===== src/rtl/music_score_if.sv =====
// music_score_if: control, score-ROM and tone-generator signals of music_score_player.
// tempo_sel exists only when MUSIC_TEMPO_SEL_EN is defined.
interface music_score_if #(
   parameter int ADDR_WIDTH = 8,
   parameter int ROM_WIDTH  = 12
);
   logic                  play, pause, stop, loop_en;
`ifdef MUSIC_TEMPO_SEL_EN
   logic [1:0]            tempo_sel;
`endif
   logic [ADDR_WIDTH-1:0] rom_addr;
   logic [ROM_WIDTH-1:0]  rom_data, note_code;
   logic                  note_on, beat_tick, busy, done;
`ifdef MUSIC_TEMPO_SEL_EN
   modport master (output play, pause, stop, loop_en, tempo_sel, rom_data,
                   input rom_addr, note_code, note_on, beat_tick, busy, done);
   modport slave  (input play, pause, stop, loop_en, tempo_sel, rom_data,
                   output rom_addr, note_code, note_on, beat_tick, busy, done);
`else
   modport master (output play, pause, stop, loop_en, rom_data,
                   input rom_addr, note_code, note_on, beat_tick, busy, done);
   modport slave  (input play, pause, stop, loop_en, rom_data,
                   output rom_addr, note_code, note_on, beat_tick, busy, done);
`endif
endinterface


===== src/rtl/music_score_player.sv =====
// music_score_player: steps the score ROM once per beat and registers the note word.
// Define MUSIC_TEMPO_SEL_EN to add per-beat tempo selection (tempo_sel).
module music_score_player #(
   parameter int CLK_FREQ    = 100_000_000,
   parameter int BEAT_CYCLES = 25_000_000,
   parameter int ROM_DEPTH   = 135,
   parameter int ADDR_WIDTH  = 8,
   parameter int ROM_WIDTH   = 12
) (
   input logic          clk,
   input logic          rst,
   music_score_if.slave bus
);
`ifdef MUSIC_TEMPO_SEL_EN
   localparam int CW = $clog2(2 * BEAT_CYCLES);
`else
   localparam int CW = $clog2(BEAT_CYCLES);
`endif
   localparam logic [1:0] S_IDLE  = 2'd0;
   localparam logic [1:0] S_PLAY  = 2'd1;
   localparam logic [1:0] S_PAUSE = 2'd2;
   localparam logic [ADDR_WIDTH-1:0] LAST_ADDR = ADDR_WIDTH'(ROM_DEPTH - 1);
   localparam logic [CW-1:0] BEAT_LAST = CW'(BEAT_CYCLES - 1);

   if (BEAT_CYCLES < 4 || ROM_DEPTH > (1 << ADDR_WIDTH) || CLK_FREQ <= 0) begin : g_bad_params
      $error("music_score_player: invalid parameters");
   end

   logic [1:0]            state_q, state_d;
   logic [ADDR_WIDTH-1:0] addr_q, addr_d;
   logic [CW-1:0]         cnt_q, cnt_d, last;
   logic [ROM_WIDTH-1:0]  note_q, note_d;
   logic                  run, go, tick, wrap;
`ifdef MUSIC_TEMPO_SEL_EN
   logic [CW-1:0]         last_q, last_d, sel_last;
`endif

   always_comb begin
      run     = state_q == S_PLAY;
      go      = bus.play && !bus.pause && !bus.stop;
`ifdef MUSIC_TEMPO_SEL_EN
      last     = last_q;
      sel_last = bus.tempo_sel == 2'b01 ? CW'(2 * BEAT_CYCLES - 1) :
                 bus.tempo_sel == 2'b10 ? CW'(BEAT_CYCLES / 2 - 1) : CW'(BEAT_CYCLES - 1);
`else
      last    = BEAT_LAST;
`endif
      tick    = run && cnt_q == last && !bus.stop;
      wrap    = tick && addr_q == LAST_ADDR;
      // a song that ends without loop_en returns to IDLE even if pause is also held
      state_d = bus.stop ? S_IDLE :
                run ? (wrap && !bus.loop_en ? S_IDLE : bus.pause ? S_PAUSE : S_PLAY) :
                go ? S_PLAY : state_q;
      cnt_d   = bus.stop || state_q == S_IDLE ? '0 :
                !run || (bus.pause && !tick) ? cnt_q :
                tick ? '0 : cnt_q + 1'b1;
      addr_d  = bus.stop || state_q == S_IDLE || wrap ? '0 : tick ? addr_q + 1'b1 : addr_q;
      note_d  = run && state_d == S_PLAY ? bus.rom_data : '0;
`ifdef MUSIC_TEMPO_SEL_EN
      last_d  = tick || (state_q == S_IDLE && go) ? sel_last : last_q;
`endif
   end

   always_ff @(posedge clk) begin
      if (rst) begin
         state_q <= S_IDLE;
         addr_q  <= '0;
         cnt_q   <= '0;
         note_q  <= '0;
`ifdef MUSIC_TEMPO_SEL_EN
         last_q  <= BEAT_LAST;
`endif
      end else begin
         state_q <= state_d;
         addr_q  <= addr_d;
         cnt_q   <= cnt_d;
         note_q  <= note_d;
`ifdef MUSIC_TEMPO_SEL_EN
         last_q  <= last_d;
`endif
      end
   end

   assign bus.rom_addr  = addr_q;
   assign bus.note_code = note_q;
   assign bus.note_on   = run && note_q != '0;
   assign bus.beat_tick = tick;
   assign bus.busy      = state_q != S_IDLE;
   assign bus.done      = wrap;
endmodule


===== src/flat_wrapper.sv =====
// flat-port wrapper written by rule: the top's interface ports become plain ports
module music_score_player_flat 
#(
   parameter int CLK_FREQ    = 100_000_000,
   parameter int BEAT_CYCLES = 25_000_000,
   parameter int ROM_DEPTH   = 135,
   parameter int ADDR_WIDTH  = 8,
   parameter int ROM_WIDTH   = 12
)
  (clk, rst, bus_play, bus_pause, bus_stop, bus_loop_en, bus_rom_data, bus_rom_addr, bus_note_code, bus_note_on, bus_beat_tick, bus_busy, bus_done);
  music_score_if #(.ADDR_WIDTH(ADDR_WIDTH), .ROM_WIDTH(ROM_WIDTH)) bus_i ();
  input logic clk;
  input logic rst;
  input wire logic [$bits(bus_i.play)-1:0] bus_play;
  input wire logic [$bits(bus_i.pause)-1:0] bus_pause;
  input wire logic [$bits(bus_i.stop)-1:0] bus_stop;
  input wire logic [$bits(bus_i.loop_en)-1:0] bus_loop_en;
  input wire logic [$bits(bus_i.rom_data)-1:0] bus_rom_data;
  output wire logic [$bits(bus_i.rom_addr)-1:0] bus_rom_addr;
  output wire logic [$bits(bus_i.note_code)-1:0] bus_note_code;
  output wire logic [$bits(bus_i.note_on)-1:0] bus_note_on;
  output wire logic [$bits(bus_i.beat_tick)-1:0] bus_beat_tick;
  output wire logic [$bits(bus_i.busy)-1:0] bus_busy;
  output wire logic [$bits(bus_i.done)-1:0] bus_done;
  assign bus_i.play = bus_play;
  assign bus_i.pause = bus_pause;
  assign bus_i.stop = bus_stop;
  assign bus_i.loop_en = bus_loop_en;
  assign bus_i.rom_data = bus_rom_data;
  assign bus_rom_addr = bus_i.rom_addr;
  assign bus_note_code = bus_i.note_code;
  assign bus_note_on = bus_i.note_on;
  assign bus_beat_tick = bus_i.beat_tick;
  assign bus_busy = bus_i.busy;
  assign bus_done = bus_i.done;
  music_score_player #(.CLK_FREQ(CLK_FREQ), .BEAT_CYCLES(BEAT_CYCLES), .ROM_DEPTH(ROM_DEPTH), .ADDR_WIDTH(ADDR_WIDTH), .ROM_WIDTH(ROM_WIDTH)) u_core (.clk(clk), .rst(rst), .bus(bus_i));
endmodule

===== config.mk =====
export PLATFORM = sky130hd
export DESIGN_NAME = music_score_player_flat
export DESIGN_NICKNAME = d
export VERILOG_FILES = /design/src/rtl/music_score_if.sv /design/src/rtl/music_score_player.sv /design/src/flat_wrapper.sv
export SDC_FILE = /design/constraint.sdc
export NUM_CORES = 1
export LEC_CHECK = 0
export CAP_MARGIN = 40
export CORE_ASPECT_RATIO = 1.2
export CORE_MARGIN = 3
export CORE_UTILIZATION = 47
export DETAILED_ROUTE_END_ITERATION = 6
export PLACE_DENSITY = 0.86
export SLEW_MARGIN = 30
export SYNTH_ARGS = -nofsm -noshare
export SYNTH_HDL_FRONTEND = slang
export SYNTH_SLANG_ARGS = --single-unit

===== constraint.sdc =====
create_clock -name clk -period 2 [get_ports clk]
set_input_delay 0.4 -clock clk [delete_from_list [all_inputs] [get_ports clk]]
set_output_delay 0.4 -clock clk [all_outputs]
set_load 0.05 [all_outputs]

==> flow_metrics.env, run 1 <==
export IMPL_max_freq_mhz=474.7
export IMPL_fin_hold_ws_ns=0.5180
export IMPL_cts_max_level=2
export IMPL_core_area_mm2=0.004424
export IMPL_post_route_min_period_ns=2.107
export IMPL_path_clk_slew_ns=0.09
export IMPL_io_pins=42
export IMPL_cp_slowest_cell="dfxtp_1"
export IMPL_route_detailed_drc=0
export IMPL_postCtsHoldBufs=0
export IMPL_dp_hpwl_um=4384
export IMPL_drive_gt1_frac=0.2266
export IMPL_cts_root_buf="clkbuf_8"
export IMPL_vias=2406
export IMPL_setup_viol=4
export IMPL_clkSinkCount=47
export IMPL_path_buf_inv=2
export IMPL_cts_tree="yes"
export IMPL_yosys_warnings=0
export IMPL_placedCellCount=368
export IMPL_drt_iter0_markers=202
export IMPL_synth_cell_types=42
export IMPL_viasPerCell=6.217
export IMPL_synthArstFlopShare=0
export IMPL_yosysSeqAreaShare=0.4173
export IMPL_cts_buffer_depth=2
export IMPL_n_fill_cell=309
export IMPL_antenna_found_initial=0
export IMPL_die_x_um=69.23
export IMPL_path_max_fanout=5
export IMPL_final_nets=351
export IMPL_critPathCaptureType="output port"
export IMPL_hold_violations=0
export IMPL_finClkSkew_ns=0.01063
export IMPL_setup_ws_ns=-0.1067
export IMPL_place_ws_ns=-0.3076
export IMPL_irDropWorstVdd_uv=397.2
export IMPL_diodes=0
export IMPL_syn_to_final_growth_pct=43.12
export IMPL_syn_mean_instance_area_um2=8.739
export IMPL_synth_main_ff_cell="dfxtp_1"
export IMPL_status="complete, but fails checks"
export IMPL_grt_max_degree=23
export IMPL_netlist_area_mm2=0.002255
export IMPL_p_leak_nw=1.146
export IMPL_hp_class="flop to flop"
export IMPL_grt_overflow=0
export IMPL_path_delay_family="simple AND/OR/NAND/NOR gates"
export IMPL_cp_slowest_stage_delay_ns=0.42
export IMPL_period_share=1.053
export IMPL_ys_ff_latch=47
export IMPL_cp_data_required_time_ns=1.60
export IMPL_place_gp_congestion=0.8780
export IMPL_crit_path_start_kind="flop"
export IMPL_drt_wl_total_um=6818
export IMPL_rows=26
export IMPL_initial_core_util=0.5096
export IMPL_synth_enable_flop_cells=0
export IMPL_synth_nets=279
export IMPL_violations="setup timing"
export IMPL_fin_setup_tns_ns=-0.1605
export IMPL_path_class="flop to output port"
export IMPL_antenna_left=0
export IMPL_cp_arrival_ns=1.71
export IMPL_stdcell_count=387
export IMPL_p_per_area_mw_per_mm2=572.1
export IMPL_wl_per_cell_um=17.62
export IMPL_synth_cells=258
export IMPL_final_cell_area_mm2=0.003227
export IMPL_dr_pass1_iters=5
export IMPL_dpl_cell_area_mm2=0.002897
export IMPL_drv_cap=0
export IMPL_fp_dieH_um=81.87
export IMPL_clk_latency_ns=0.31
export IMPL_worstPathCellList="and4_4, nand4_4, buf_6, nor3_4, buf_12"
export IMPL_rsz0062_at_grt="yes"
export IMPL_cts_buffers=5
export IMPL_slew_violations=0
export IMPL_grt_pass1_wl_um=10390
export IMPL_numPortBuffers=41
export IMPL_grt_use_total=0.2288
export IMPL_die_area_mm2=0.005667
export IMPL_grt_pass1_vias=2250
export IMPL_worst_pin_slew_ns=0.5129
export IMPL_slew_headroom=0.6570
-- per-stage QoR --
stage                     total power, mW  utilization
after floorplan                    0.9867            -
after global placement              1.033       0.6547
final                               1.846       0.7294
after global routing                1.886       0.7294
after CTS                           1.848       0.7110
after detailed placement            1.035       0.6547
-- what timing repair did --
| action | CTS | global route |
|---|---|---|
| setup endpoints to repair | 7 | 20 |
| pin swaps | 6 | 8 |
| endpoints found under the hold margin | 0 | 0 |
| gates resized for setup | 21 | 13 |
| buffers inserted | 8 | 2 |
| cloned | 0 | 1 |
-- flip-flops by register name, indices dropped and copies added, names as in the netlist --
name and flops:
u_core.cnt_q 25, u_core.bus.note_code 12, u_core.bus.rom_addr 8, u_core.state_q 2
-- worst paths after layout --
| check | start | depth (start not counted) | to | slack [ns] |
|---|---|---|---|---|
| worst max-delay path | u_core.cnt_q[20]$_SDFFE_PP0N_ | 5 | bus_done | -0.11 |
| worst min-delay path | u_core.cnt_q[22]$_SDFFE_PP0N_ | 2 | u_core.cnt_q[22]$_SDFFE_PP0N_ | 0.52 |
| worst min register to register | u_core.cnt_q[22]$_SDFFE_PP0N_ | 2 | u_core.cnt_q[22]$_SDFFE_PP0N_ | 0.52 |
| worst max register to register | u_core.cnt_q[10]$_SDFFE_PP0N_ | 6 | u_core.cnt_q[5]$_SDFFE_PP0N_ | -0.02 |
-- synth_stat cells (2+ instances only) --
cell      instances  area, um^2
a21oi_1          21       105.1
and2_1            2       12.51
and3_1           13       81.33
and4_1            2       17.52
and4b_1           2       20.02
buf_2             2       10.01
buf_6             3       33.78
clkbuf_1          6       22.52
dfxtp_1          47       940.9
ha_1              3       37.54
inv_1             8       30.03
mux2i_1           7       70.07
nand2_1          15       56.30
nand3_1          21       105.1
nand3b_1          6       45.04
nand4_1           8       50.05
nand4_2           2       25.02
nor2_1           14       52.55
nor3_1            8       40.04
nor4_1            8       50.05
nor4b_1           2       17.52
o21ai_0          10       50.05
o31ai_1           7       52.55
or3_1            10       62.56
or4_1             8       60.06
xnor2_1           7       61.31
-- worst register-to-register path: stages, from the launching register on --
cell and delay (ns):
dfxtp_4 0.38, nor4_4 0.30, nand4_2 0.16, buf_4 0.18
o21ba_4 0.24, or4_4 0.53, a21oi_2 0.15
-- area by class of cell --
cell class	instances	area, um^2	share of cell area
multi-input cells	193	1328	0.4114
flip-flops and latches	47	954.7	0.2959
repair buffers	75	708.2	0.2195
well taps	56	70.07	0.02171
clock buffers	5	68.82	0.02133
clock inverters	3	67.56	0.02094
inverters	8	30.03	0.009306
-- per-layer routing --
metal / wire [um] / part of all wire / up-vias / track usage
met2: 3425 / 0.50 / 129 / 0.4284
met1: 2675 / 0.39 / 1134 / 0.2472
met5: 0 / 0 / - / 0
met3: 461 / 0.068 / 27 / 0.04284
li1: - / - / 1116 / -
met4: 256 / 0.038 / 0 / 0.1172
-- cells in the final DEF (no fill, tap or decap), types with 3 or more instances in the layout --
cell type	Yosys	routed
a21oi_1	21	19
and3_1	13	12
buf_12	0	3
buf_4	0	32
clkbuf_8	0	5
clkdlybuf4s50_1	0	33
dfxtp_1	47	40
dfxtp_2	0	5
dlymetal6s2s_1	0	3
inv_1	8	8
mux2i_1	7	7
nand2_1	15	15
nand3_1	21	21
nand3b_1	6	6
nand4_1	8	8
nor2_1	14	13
nor3_1	8	5
nor4_1	8	7
o21ai_0	10	10
o31ai_1	7	7
or3_1	10	10
or4_1	8	6
xnor2_1	7	7
-- power breakdown --
part | switching, mW | internal (mW) | total, mW
clock network | 0.335 | 0.498 | 0.833
registers | 0.00154 | 0.934 | 0.935
logic | 0.0329 | 0.0447 | 0.0776
total | 0.369 | 1.48 | 1.85
-- cells by family (layout without fill, tap and decap cells) --
group | after synthesis | count (layout) | share of synthesized area
muxes | 7 | 7 | 0.03108
AOI/OAI and AO/OA | 46 | 47 | 0.1204
xor gates and xnor gates | 8 | 8 | 0.03108
adders and majority gates | 3 | 3 | 0.01665
DFF | 47 | 47 | 0.4173
and+or+nand+nor | 128 | 128 | 0.3407
buffers and inverters | 19 | 91 | 0.04273
Note: power is estimated with default switching activity, not from simulation.
==> inputs of run 2 (changes only) <==
--- a/config.mk
+++ b/config.mk
@@ -8,9 +8,9 @@
 export CAP_MARGIN = 40
 export CORE_ASPECT_RATIO = 1.2
 export CORE_MARGIN = 3
-export CORE_UTILIZATION = 47
+export CORE_UTILIZATION = 45
 export DETAILED_ROUTE_END_ITERATION = 6
-export PLACE_DENSITY = 0.86
+export PLACE_DENSITY = 0.83
 export SLEW_MARGIN = 30
 export SYNTH_ARGS = -nofsm -noshare
 export SYNTH_HDL_FRONTEND = slang
==> run 2 against run 1 <==
Compared with the run above:
- the flow still finishes with violations (setup timing)
- first-iteration DRC count grew 15%
- sequential power about the same
- cell area fell by 1.7%
- critical path type unchanged
==> flow_metrics.env, run 2 (synthesis gave the netlist of run 1 again) <==
export IMPL_status="complete, but fails checks"
export IMPL_violations="setup timing"
export IMPL_drt_wl_total_um=5982
export IMPL_numPortBuffers=41
export IMPL_slew_violations=0
export IMPL_critPathCaptureType="output port"
export IMPL_path_max_fanout=5
export IMPL_total_power_mw=1.840
export IMPL_drv_cap=0
export IMPL_hold_violations=0
export IMPL_viasPerCell=5.827
export IMPL_route_detailed_drc=0
export IMPL_final_cell_area_mm2=0.003171
export IMPL_cp_arrival_ns=1.64
export IMPL_place_gp_congestion=0.8684
export IMPL_grt_use_total=0.1987
export IMPL_irDropWorstVdd_uv=287.2
export IMPL_finClkSkew_ns=0.005199
export IMPL_wl_per_cell_um=15.42
export IMPL_clkSinkCount=47
export IMPL_dr_pass1_iters=4
export IMPL_rsz0062_at_grt="yes"
export IMPL_antenna_found_initial=0
export IMPL_max_freq_mhz=490.4
export IMPL_placedCellCount=371
export IMPL_final_common_cell="dfxtp_1"
export IMPL_postLayoutCoreUtil=0.6752
export IMPL_die_area_mm2=0.005899
export IMPL_grt_pass1_vias=2162
export IMPL_path_class="flop to output port"
export IMPL_postCtsHoldBufs=0
export IMPL_drt_iter0_markers=233
export IMPL_setup_ws_ns=-0.03935
export IMPL_clk_latency_ns=0.30
export IMPL_multi_input_area_mm2=0.001272
export IMPL_period_share=1.020
export IMPL_hp_class="flop to flop"
export IMPL_worst_pin_slew_ns=0.5321
export IMPL_cp_data_required_time_ns=1.60
export IMPL_die_x_um=70.62
export IMPL_cts_tree="yes"
export IMPL_grt_max_degree=21
export IMPL_seq_area_um2=955.9
export IMPL_grt_overflow=0
export IMPL_dpl_cell_area_mm2=0.002902
export IMPL_dp_hpwl_um=4184
export IMPL_fin_setup_tns_ns=-0.03935
export IMPL_setup_viol=1
export IMPL_largest_reg_flops=25
export IMPL_rows=27
export IMPL_slew_headroom=0.6441
export IMPL_initial_core_util=0.4801
export IMPL_cts_buffer_depth=2
export IMPL_r2r_slack_ns=0.10
export IMPL_core_area_mm2=0.004696
export IMPL_io_pins=42
export IMPL_drive_gt1_frac=0.2212
export IMPL_p_leak_nw=1.137
export IMPL_antenna_left=0
export IMPL_post_route_min_period_ns=2.039
export IMPL_diodes=0
export IMPL_final_nets=350
export IMPL_top_register="u_core.cnt_q"
export IMPL_vias=2261
export IMPL_syn_to_final_growth_pct=40.62
export IMPL_path_clk_slew_ns=0.09
export IMPL_cts_root_buf="clkbuf_8"
export IMPL_layout_common_cells="dfxtp_1, buf_4, clkdlybuf4s50_1, nand3_1, a21oi_1"
export IMPL_stdcell_count=388
export IMPL_crit_path_start_kind="flop"
export IMPL_fp_dieH_um=83.54
export IMPL_cts_buffers=5
export IMPL_cts_max_level=2
export IMPL_grt_pass1_wl_um=9653
export IMPL_n_fill_cell=351
export IMPL_p_per_area_mw_per_mm2=580.2
run 2: worst paths after layout:
kind / from / depth (start not counted) / to
max: u_core.cnt_q[10]$_SDFFE_PP0N_ / 5 / bus_done
min: u_core.cnt_q[12]$_SDFFE_PP0N_ / 2 / u_core.cnt_q[12]$_SDFFE_PP0N_
max reg2reg: u_core.cnt_q[15]$_SDFFE_PP0N_ / 6 / u_core.bus.rom_addr[5]$_SDFFE_PP0N_
min reg2reg: u_core.cnt_q[12]$_SDFFE_PP0N_ / 2 / u_core.cnt_q[12]$_SDFFE_PP0N_
run 2: layout make-up:
cell class,instances,area share
multi-input cells,192,0.4013
flip-flops and latches,47,0.3015
repair buffers,75,0.2218
well taps,58,0.02289
clock buffers,5,0.02170
clock inverters,3,0.02131
inverters,8,0.009471
run 2: worst max-delay path, cell delays in order, from the launching register on:
cell	delay (ns)
dfxtp_2	0.38
nor4_4	0.27
nand4_2	0.16
buf_6	0.16
nor3_4	0.20
buf_12	0.16
run 2: routing by layer:
layer	global-route usage	vias up	part of all wire
li1	-	1106	-
met1	0.2378	1071	0.42
met2	0.3322	69	0.50
met3	0.04096	15	0.054
met4	0.1009	0	0.025
met5	0	-	0
run 2: repair_timing:
item,in CTS,in global routing
gates resized for setup,14,14
pin swaps,4,5
setup buffers,2,7
setup endpoints to repair,4,16
run 2: report_power, final:
group,total (mW),internal [mW],switching [mW]
clock,0.829,0.498,0.330
combinational,0.0744,0.0431,0.0313
sequential,0.937,0.935,0.00139
run 2: stage by stage:
stage	hold WS (ns)	setup WS, ns
CTS	0.5054	-0.07126
floorplan	0.4556	-0.01976
global placement	0.4721	-0.2146
global route	0.5377	-0.1353
finish	0.5024	-0.03935
detailed placement	0.4856	-0.2754
